<file path="config.mk">
export PLATFORM = sky130hd
export DESIGN_NAME = sva_thread_eval
export DESIGN_NICKNAME = d
export VERILOG_FILES = /design/src/rtl/sva_chk_pkg.sv /design/src/rtl/sva_thread_eval.sv
export SDC_FILE = /design/constraint.sdc
export NUM_CORES = 1
export LEC_CHECK = 0
export ABC_AREA = 1
export CORE_AREA = 2 2 39 41
export DETAILED_ROUTE_END_ITERATION = 6
export DIE_AREA = 0 0 41 43
export DONT_BUFFER_PORTS = 1
export PLACE_DENSITY = 0.48
export SYNTH_ARGS = -nofsm -noshare
export SYNTH_HDL_FRONTEND = slang
export SYNTH_SLANG_ARGS = --single-unit
export TNS_END_PERCENT = 1
</file>
<file path="constraint.sdc">
create_clock -name vclk -period 3.65
set_input_delay 0.5475 -clock vclk [all_inputs]
set_output_delay 0.5475 -clock vclk [all_outputs]
set_load 0.02 [all_outputs]
</file>
<file path="src/rtl/sva_chk_pkg.sv">
// Shared types and the latency-window legality macro for sva_window_checker.
`ifndef SVA_CHK_PKG_SV
`define SVA_CHK_PKG_SV

`define SVA_CHK_LAT_LEGAL(min_lat, max_lat) (((min_lat) >= 1) && ((max_lat) >= (min_lat)))

package sva_chk_pkg;

   // Storage width of a slot age; the top checks that its AGE_W fits here.
   localparam int THR_AGE_W = 8;

   typedef struct packed {
      logic                 active;
      logic [THR_AGE_W-1:0] age;
   } thread_info_t;

   typedef enum logic [1:0] {
      IDLE  = 2'd0,
      SCAN  = 2'd1,
      SPAWN = 2'd2
   } ctrl_fsm_t;

   typedef enum logic [1:0] {
      RES_NONE = 2'd0,
      RES_SUCC = 2'd1,
      RES_FAIL = 2'd2,
      RES_KEEP = 2'd3
   } eval_res_t;

endpackage

`endif

</file>
<file path="src/rtl/sva_thread_eval.sv">
// Combinational next-state of one attempt slot for one user sample.
// SVA_EARLY_FAIL_EN: a consequent seen before MIN_LAT fails the attempt.
module sva_thread_eval
   import sva_chk_pkg::*;
#(
   parameter int MIN_LAT = 1,
   parameter int MAX_LAT = 8
) (
   input  thread_info_t cur,
   input  logic         b_s,
   output thread_info_t nxt,
   output eval_res_t    res
);

   localparam logic [THR_AGE_W-1:0] MIN_A = THR_AGE_W'(MIN_LAT);
   localparam logic [THR_AGE_W-1:0] MAX_A = THR_AGE_W'(MAX_LAT);

   logic [THR_AGE_W-1:0] a;

   always_comb begin
      a   = cur.age + THR_AGE_W'(1);
      nxt = cur;
      res = RES_NONE;
      if (cur.active) begin
         // Success is tested before the timeout so b at exactly MAX_LAT still passes.
         if (b_s && (a >= MIN_A) && (a <= MAX_A)) begin
            res = RES_SUCC;
            nxt = '0;
         end
`ifdef SVA_EARLY_FAIL_EN
         else if (b_s && (a < MIN_A)) begin
            res = RES_FAIL;
            nxt = '0;
         end
`endif
         else if (a == MAX_A) begin
            res = RES_FAIL;
            nxt = '0;
         end
         else begin
            res     = RES_KEEP;
            nxt.age = a;
         end
      end
   end

endmodule

</file>
==> results.json, run 1 <==
{
  "synth_area_um2": 433,
  "required_ns": 3.10,
  "tns_ns": 0,
  "drt_first_iter_violations": 4,
  "rows": 14,
  "nNetsFinal": 100,
  "seqCellArea_um2": 0,
  "antenna_found_initial": 0,
  "gr-total-overflow": 0,
  "fp.dieArea_um2": 1760,
  "max_cap_viol_count": 0,
  "nFillCells": 164,
  "post-dp-hpwl_um": 935,
  "utilization": 0.322,
  "grt_pass1_wl_um": 1550,
  "finalCritPeriodShare": 0.660,
  "drt_pre_antenna_iters": 4,
  "synth_warnings": 0,
  "drc": 0,
  "crit_chain": "ha_1 > nand2_2 > nor2_2 > nand2_1 > nand2_1 > nand2_1 > nand2_1 > nor2_2 > nand2_2 > nand2_2 > a21oi_1",
  "grt.met3_usage": 0.0105,
  "nClkBuffers": 0,
  "crit_slowest_cell": "a21oi_1",
  "hold_violations": 0,
  "cts_hold_buf": 0,
  "crit_arrival_ns": 1.86,
  "synthesis.nets": 99,
  "syn_area_per_cell_um2": 4.98,
  "criticalPathCategory": "primary input to output port",
  "portBuffers": 0,
  "setup_viol": 0,
  "p_leak_nw": 0.248,
  "die_h_um": 43,
  "power_density_nw_per_um2": 111,
  "syn_to_final_growth_pct": 2.89,
  "die_w_um": 41,
  "floorplan.initialDensity": 0.313,
  "maxSlewViolCount": 0,
  "netlist_instances": 87,
  "cp_max_fo": 4,
  "max_freq_ghz": 0.415,
  "rsz0062_at_grt": "false",
  "intPower_mw": 0.0137,
  "vias": 490,
  "yosysTopAreaCell": "nand2_1",
  "synth.yosys.seq_area_share": 0,
  "dp.cells": 102,
  "startpoint_type": "primary input",
  "combPwrFrac": 1.000,
  "crit_top_cell": "nand2_1",
  "grt_max_degree": 10,
  "final_cells": 102,
  "grtUsageTotal": 0.120,
  "power.share.clock": 0,
  "status": "finished, final reports clean",
  "slew-limit-headroom": 0.553,
  "vdd_ir_drop_max_uv": 30.6,
  "synth_cell_types": 18,
  "drtAntennaViolNets": 0,
  "wl_per_cell_um": 10.5,
  "routed_wirelength_um": 1070,
  "drive_gt1_frac": 0.198,
  "synth.top_cells.by_area": "nand2_1, inv_1, nand2_2, nand3_1, nor2_2",
  "gr-usage-met2": 0.209,
  "p_sw_mw": 0.0358,
  "boundaryPins": 21,
  "grt_pass1_vias": 400,
  "cts_setup_buffers": 0,
  "met1_usage": 0.161,
  "slowest_delay_ns": 0.39,
  "end_kind": "output port",
  "vias_per_cell": 4.80,
  "design.seq.count": 0,
  "fp.coreArea_um2": 1380,
  "cts.repair.resized": 0,
  "period_minus_slack_ns": 2.41,
  "tightest_slew_ns": 0.664,
  "antennaDiodeCount": 0,
  "hp-class": "primary input to output port",
  "netlist.area_leader.share": 0.251,
  "p_sw_frac": 0.723,
  "seqPwrFrac": 0,
  "gp_congestion": 0.733,
  "grt.busiest_layer": "met2"
}
[layout make-up]
| type | instances | area [um2] | area share |
|---|---|---|---|
| inverters | 15 | 56.3 | 0.126 |
| well taps | 16 | 20.0 | 0.0449 |
| multi-input cells | 71 | 369 | 0.829 |
[routing by layer]
| metal | wire length, um | up-vias |
|---|---|---|
| li1 | - | 269 |
| met1 | 495 | 207 |
| met2 | 526 | 14 |
| met3 | 52 | 0 |
| met4 | 0 | 0 |
| met5 | 0 | - |
[per-stage QoR]
stage                     setup slack [ns]  hold WS, ns  power, mW  area, um2
after CTS                             1.22         1.25     0.0501        445
after global placement                1.26         1.25     0.0498        445
final                                 1.24         1.25     0.0495        445
after global routing                  1.14         1.25     0.0550        445
after floorplan                       1.43         1.24     0.0458        433
after detailed placement              1.23         1.25     0.0499        445
[power by group through the flow]
stage | Combinational, mW | Clock (mW) | Sequential (mW)
finish | 0.0495 | 0 | 0
global route | 0.0550 | 0 | 0
CTS | 0.0501 | 0 | 0
detailed placement | 0.0499 | 0 | 0
global placement | 0.0498 | 0 | 0
floorplan | 0.0458 | 0 | 0
[logic make-up after synthesis]
| logic type | share of synthesized area |
|---|---|
| compound gates | 0.130 |
| xor+xnor | 0.0202 |
| fa+ha+maj | 0.0578 |
| buf+inv | 0.147 |
| simple gates | 0.644 |
[critical path: cells and delay by family]
| family | cells | cell delay, ns |
|---|---|---|
| fa+ha+maj | 1 | 0.20 |
| simple gates | 9 | 0.72 |
| compound gates | 1 | 0.39 |
[cell usage in the layout, fill, tap and decap left out]
cell type   n
o21ai_2     1
nand3_2     1
nand2_1    29
ha_1        2
o21bai_1    1
nor2_4      1
o21ai_1     2
a21oi_1     1
inv_1      14
xnor2_1     1
nand2_2     7
nand3_1     8
nor2_2      6
nor2_1      4
inv_2       1
nand4_1     2
o21ai_0     5
[synthesized netlist by cell type, drive strengths merged]
library cell and number:
ha 2, nor2 11, inv 15, nand3 9
nand2 36, nand4 2, a21oi 1, o21ai 8
buf 1, o21bai 1, xnor2 1
[path summary, 6_finish.rpt]
path	cells past startpoint	to	startpoint	slack [ns]
min	2	nxt[2]	cur[2]	1.25
max	11	nxt[8]	cur[0]	1.24
Power figures use the tool's default switching activity.
==> run 2, diff against run 1 <==
PLACE_DENSITY = 0.5   (was 0.48)
clock period = 2 ns   (was 3.65 ns; I/O delays follow)
==> run 2 against run 1 <==
- utilization increased by 2.2 points
- critical path depth unchanged
- setup slack got worse by 1.0 ns
==> results.json, run 2 (synthesis results as in run 1) <==
{
  "p_sw_frac": 0.673,
  "rsz0062_at_grt": "false",
  "crit_arrival_ns": 1.49,
  "grt_pass1_wl_um": 1640,
  "required_ns": 1.70,
  "drive_gt1_frac": 0.233,
  "finalCritPeriodShare": 0.893,
  "layout_common_cells": "nand2_1, inv_1, nand3_1",
  "seqPwrFrac": 0,
  "hp-class": "primary input to output port",
  "design.seq.count": 0,
  "cp_max_fo": 4,
  "antenna_found_initial": 0,
  "intPower_mw": 0.0322,
  "end_kind": "output port",
  "tightest_slew_ns": 0.628,
  "vias_per_cell": 4.82,
  "combPwrFrac": 1.000,
  "pre_cts_ws_ns": 0.195,
  "criticalPathCategory": "primary input to output port",
  "whs_ns": 0.753,
  "nClkBuffers": 0,
  "antennaDiodeCount": 0,
  "p_sw_mw": 0.0664,
  "fp.dieArea_um2": 1760,
  "routed_wirelength_um": 1060,
  "grt_max_degree": 10,
  "stdcell_area_um2": 475,
  "cts_setup_buffers": 0,
  "nFillCells": 176,
  "slowest_delay_ns": 0.20,
  "setup_viol": 0,
  "total_power_mw": 0.0986,
  "tns_ns": 0,
  "startpoint_type": "primary input",
  "wl_per_cell_um": 10.0,
  "utilization": 0.344,
  "nNetsFinal": 104,
  "seqCellArea_um2": 0,
  "cts_hold_buf": 0,
  "die_h_um": 43,
  "place_area_um2": 475,
  "vias": 511,
  "gp_congestion": 0.805,
  "max_cap_viol_count": 0,
  "maxSlewViolCount": 0,
  "portBuffers": 0,
  "drc": 0,
  "final_cells": 106,
  "p_leak_nw": 0.268,
  "syn_to_final_growth_pct": 9.83,
  "cts.repair.resized": 0,
  "rows": 14,
  "drtAntennaViolNets": 0,
  "drt_pre_antenna_iters": 4,
  "drt_first_iter_violations": 4,
  "multi_input_area_um2": 369,
  "grtUsageTotal": 0.125,
  "power.share.clock": 0,
  "status": "finished, final reports clean",
  "boundaryPins": 21,
  "crit_chain": "ha_1 > nand2_2 > nor2_2 > nand2_1 > nand2_2 > nand3_1 > nor2_2 > nand2_2 > nand2_2 > a21oi_1 > buf_4",
  "die_w_um": 41,
  "vdd_ir_drop_max_uv": 55.2,
  "crit_slowest_cell": "ha_1",
  "power_density_nw_per_um2": 207,
  "final_common_cell": "nand2_1",
  "fp.coreArea_um2": 1380,
  "floorplan.initialDensity": 0.313,
  "slew-limit-headroom": 0.577,
  "post-dp-hpwl_um": 937,
  "max_freq_ghz": 0.560,
  "setup_ws_ns": 0.215,
  "grt_pass1_vias": 429,
  "crit_top_cell": "nand2_2",
  "hold_violations": 0,
  "period_minus_slack_ns": 1.79,
  "dp.cells": 106,
  "gr-total-overflow": 0
}
==> run 2: power by group through the flow <==
stage / Combinational, mW / Clock [mW] / Sequential (mW)
floorplan: 0.0836 / 0 / 0
finish: 0.0986 / 0 / 0
detailed placement: 0.0995 / 0 / 0
global placement: 0.0993 / 0 / 0
CTS: 0.0998 / 0 / 0
global route: 0.110 / 0 / 0
==> run 2: path summary, 6_finish.rpt <==
path / slack (ns) / startpoint / cells after the start / end
worst max-delay path: 0.21 / cur[0] / 11 / nxt[8]
worst min-delay path: 0.75 / cur[2] / 2 / nxt[2]
==> run 2: metal layers <==
metal	track usage	share of wire	vias up	routed length, um
li1	-	-	276	-
met2	0.219	0.49	16	518
met3	0.0209	0.080	0	85
met1	0.161	0.43	219	458
met4	0	0	0	0
met5	0	0	-	0
==> run 2: area by class of cell <==
class / instances / share of cell area
Timing Repair Buffer: 4 / 0.0632
Multi-Input combinational cell: 71 / 0.776
Inverter: 15 / 0.118
Tap cell: 16 / 0.0421
==> run 2: worst max-delay path, delay by kind of cell <==
| kind | cells | cell delay [ns] |
|---|---|---|
| adder cells (fa/ha/maj) | 1 | 0.20 |
| AND/OR/NAND/NOR | 8 | 0.77 |
| AO/OA/AOI/OAI | 1 | 0.05 |
| buffers and inverters | 1 | 0.16 |
==> run 3, diff against run 2 <==
GPL_ROUTABILITY_DRIVEN = 0   (was not set)
SETUP_SLACK_MARGIN = 0.5   (was not set)
==> run 3 against run 2 <==
- sequential share of layout area unchanged
- global-route usage is 0.80 points higher
- utilization rose by 9.7 points
- via count increased by 4.7%
- critical path type unchanged
- clock-buffer cell count unchanged
- die area stayed put
- critical path depth fell by 1
- maximum frequency rose by 13%
- flip-flop and latch count is the same
- total power rose by 25%
- final cell count rose by 2.8%
- design area up 28%
==> results.json, run 3 (synthesis results as in run 1) <==
{
  "post-dp-hpwl_um": 939,
  "total_power_mw": 0.124,
  "status": "finished, final reports clean",
  "finalCritPeriodShare": 0.789,
  "portBuffers": 0,
  "gr-total-overflow": 0,
  "cts_hold_buf": 0,
  "wl_per_cell_um": 11.2,
  "wl_met2_um": 659,
  "power_density_nw_per_um2": 203,
  "maxSlewViolCount": 0,
  "hold_violations": 0,
  "crit_slowest_cell": "ha_4",
  "die_w_um": 41,
  "period_minus_slack_ns": 1.58,
  "nClkBuffers": 0,
  "wl_met3_um": 51,
  "met1_length_um": 513,
  "power.share.clock": 0,
  "grt_max_degree": 10,
  "vias": 535,
  "drc": 0,
  "final_common_cell": "nand2_1",
  "floorplan.initialDensity": 0.313,
  "p_sw_mw": 0.0798,
  "tns_ns": 0,
  "top_layer": "met3",
  "cp_max_fo": 4,
  "nNetsFinal": 107,
  "drt_first_iter_violations": 6,
  "drive_gt1_frac": 0.495,
  "combPwrFrac": 1.000,
  "setup_viol": 0,
  "startpoint_type": "primary input",
  "p_leak_nw": 0.305,
  "tightest_slew_ns": 0.618,
  "fp.dieArea_um2": 1760,
  "vias_per_cell": 4.91,
  "layout_common_cells": "nand2_1, nand2_2, inv_1",
  "max_cap_viol_count": 0,
  "design.seq.count": 0,
  "drtAntennaViolNets": 0,
  "max_freq_ghz": 0.634,
  "seqPwrFrac": 0,
  "hp-class": "primary input to output port",
  "grtUsageTotal": 0.133,
  "crit_arrival_ns": 1.28,
  "utilization": 0.440,
  "end_kind": "output port",
  "antennaDiodeCount": 0,
  "rsz0062_at_grt": "true",
  "required_ns": 1.70,
  "die_h_um": 43,
  "syn_to_final_growth_pct": 40.8,
  "slew-limit-headroom": 0.584,
  "drt_pre_antenna_iters": 4,
  "routed_wirelength_um": 1220,
  "p_sw_frac": 0.646,
  "boundaryPins": 21,
  "grt_pass1_vias": 463,
  "vdd_ir_drop_max_uv": 82.4,
  "slowest_delay_ns": 0.14,
  "intPower_mw": 0.0437,
  "seqCellArea_um2": 0,
  "nFillCells": 170,
  "grt_pass1_wl_um": 1750,
  "antenna_found_initial": 0,
  "criticalPathCategory": "primary input to output port",
  "crit_chain": "ha_4 > nand2_4 > nor2_4 > nand2_1 > nand2_2 > nand3_2 > nor2_4 > nand2_4 > nand4_1 > nand2_2",
  "fp.coreArea_um2": 1380,
  "rows": 14
}
-- run 3: cell count changes in the layout (fill, tap and decap cells not counted), moves of 3 or more --
cell     change
nor2_4       +3
inv_1        -3
buf_4        +3
nand2_4      +3
nor2_1       -4
nand2_2      +5
inv_2        +3
nand2_1      -8
-- run 3: layout make-up --
class / instances / area (um2) / area share
repair buffers: 7 / 52.6 / 0.0862
inverters: 15 / 56.3 / 0.0924
multi-input cells: 71 / 480 / 0.789
well taps: 16 / 20.0 / 0.0329
-- run 3: power groups by stage --
stage,sequential (mW),combinational (mW),clock [mW]
after floorplan,0,0.0846,0
after global routing,0,0.134,0
final,0,0.124,0
after global placement,0,0.0963,0
after CTS,0,0.113,0
after detailed placement,0,0.0967,0
-- run 3: metal layers --
metal,track usage,vias up
li1,-,283
met1,0.155,240
met2,0.259,12
met3,0.00524,0
met4,0,0
met5,0,-
-- run 3: path summary, 6_finish.rpt --
check              start  cells past startpoint      to
hold / removal    cur[8]                      1  nxt[3]
setup / recovery  cur[0]                     10  nxt[0]
-- run 3: timing repair --
item,CTS,global route
pin swaps,9,19
setup endpoints to repair,8,8
setup buffers,4,1
resized for setup,14,16
-- run 3: critical path: cells and delay by family --
kind	cells	cell delay [ns]
simple gates	9	0.83
fa+ha+maj	1	0.14
-- run 3: stage by stage --
step | cell area (um2) | worst slack, ns | hold WS, ns | cells
2_1_floorplan | 437 | 0.384 | 0.748 | 87
3_3_place_gp | 464 | 0.249 | 0.752 | 104
3_5_place_dp | 464 | 0.245 | 0.756 | 104
4_1_cts | 557 | 0.360 | 0.742 | 108
5_1_grt | 609 | 0.357 | 0.696 | 109
6_report | 609 | 0.422 | 0.690 | 109
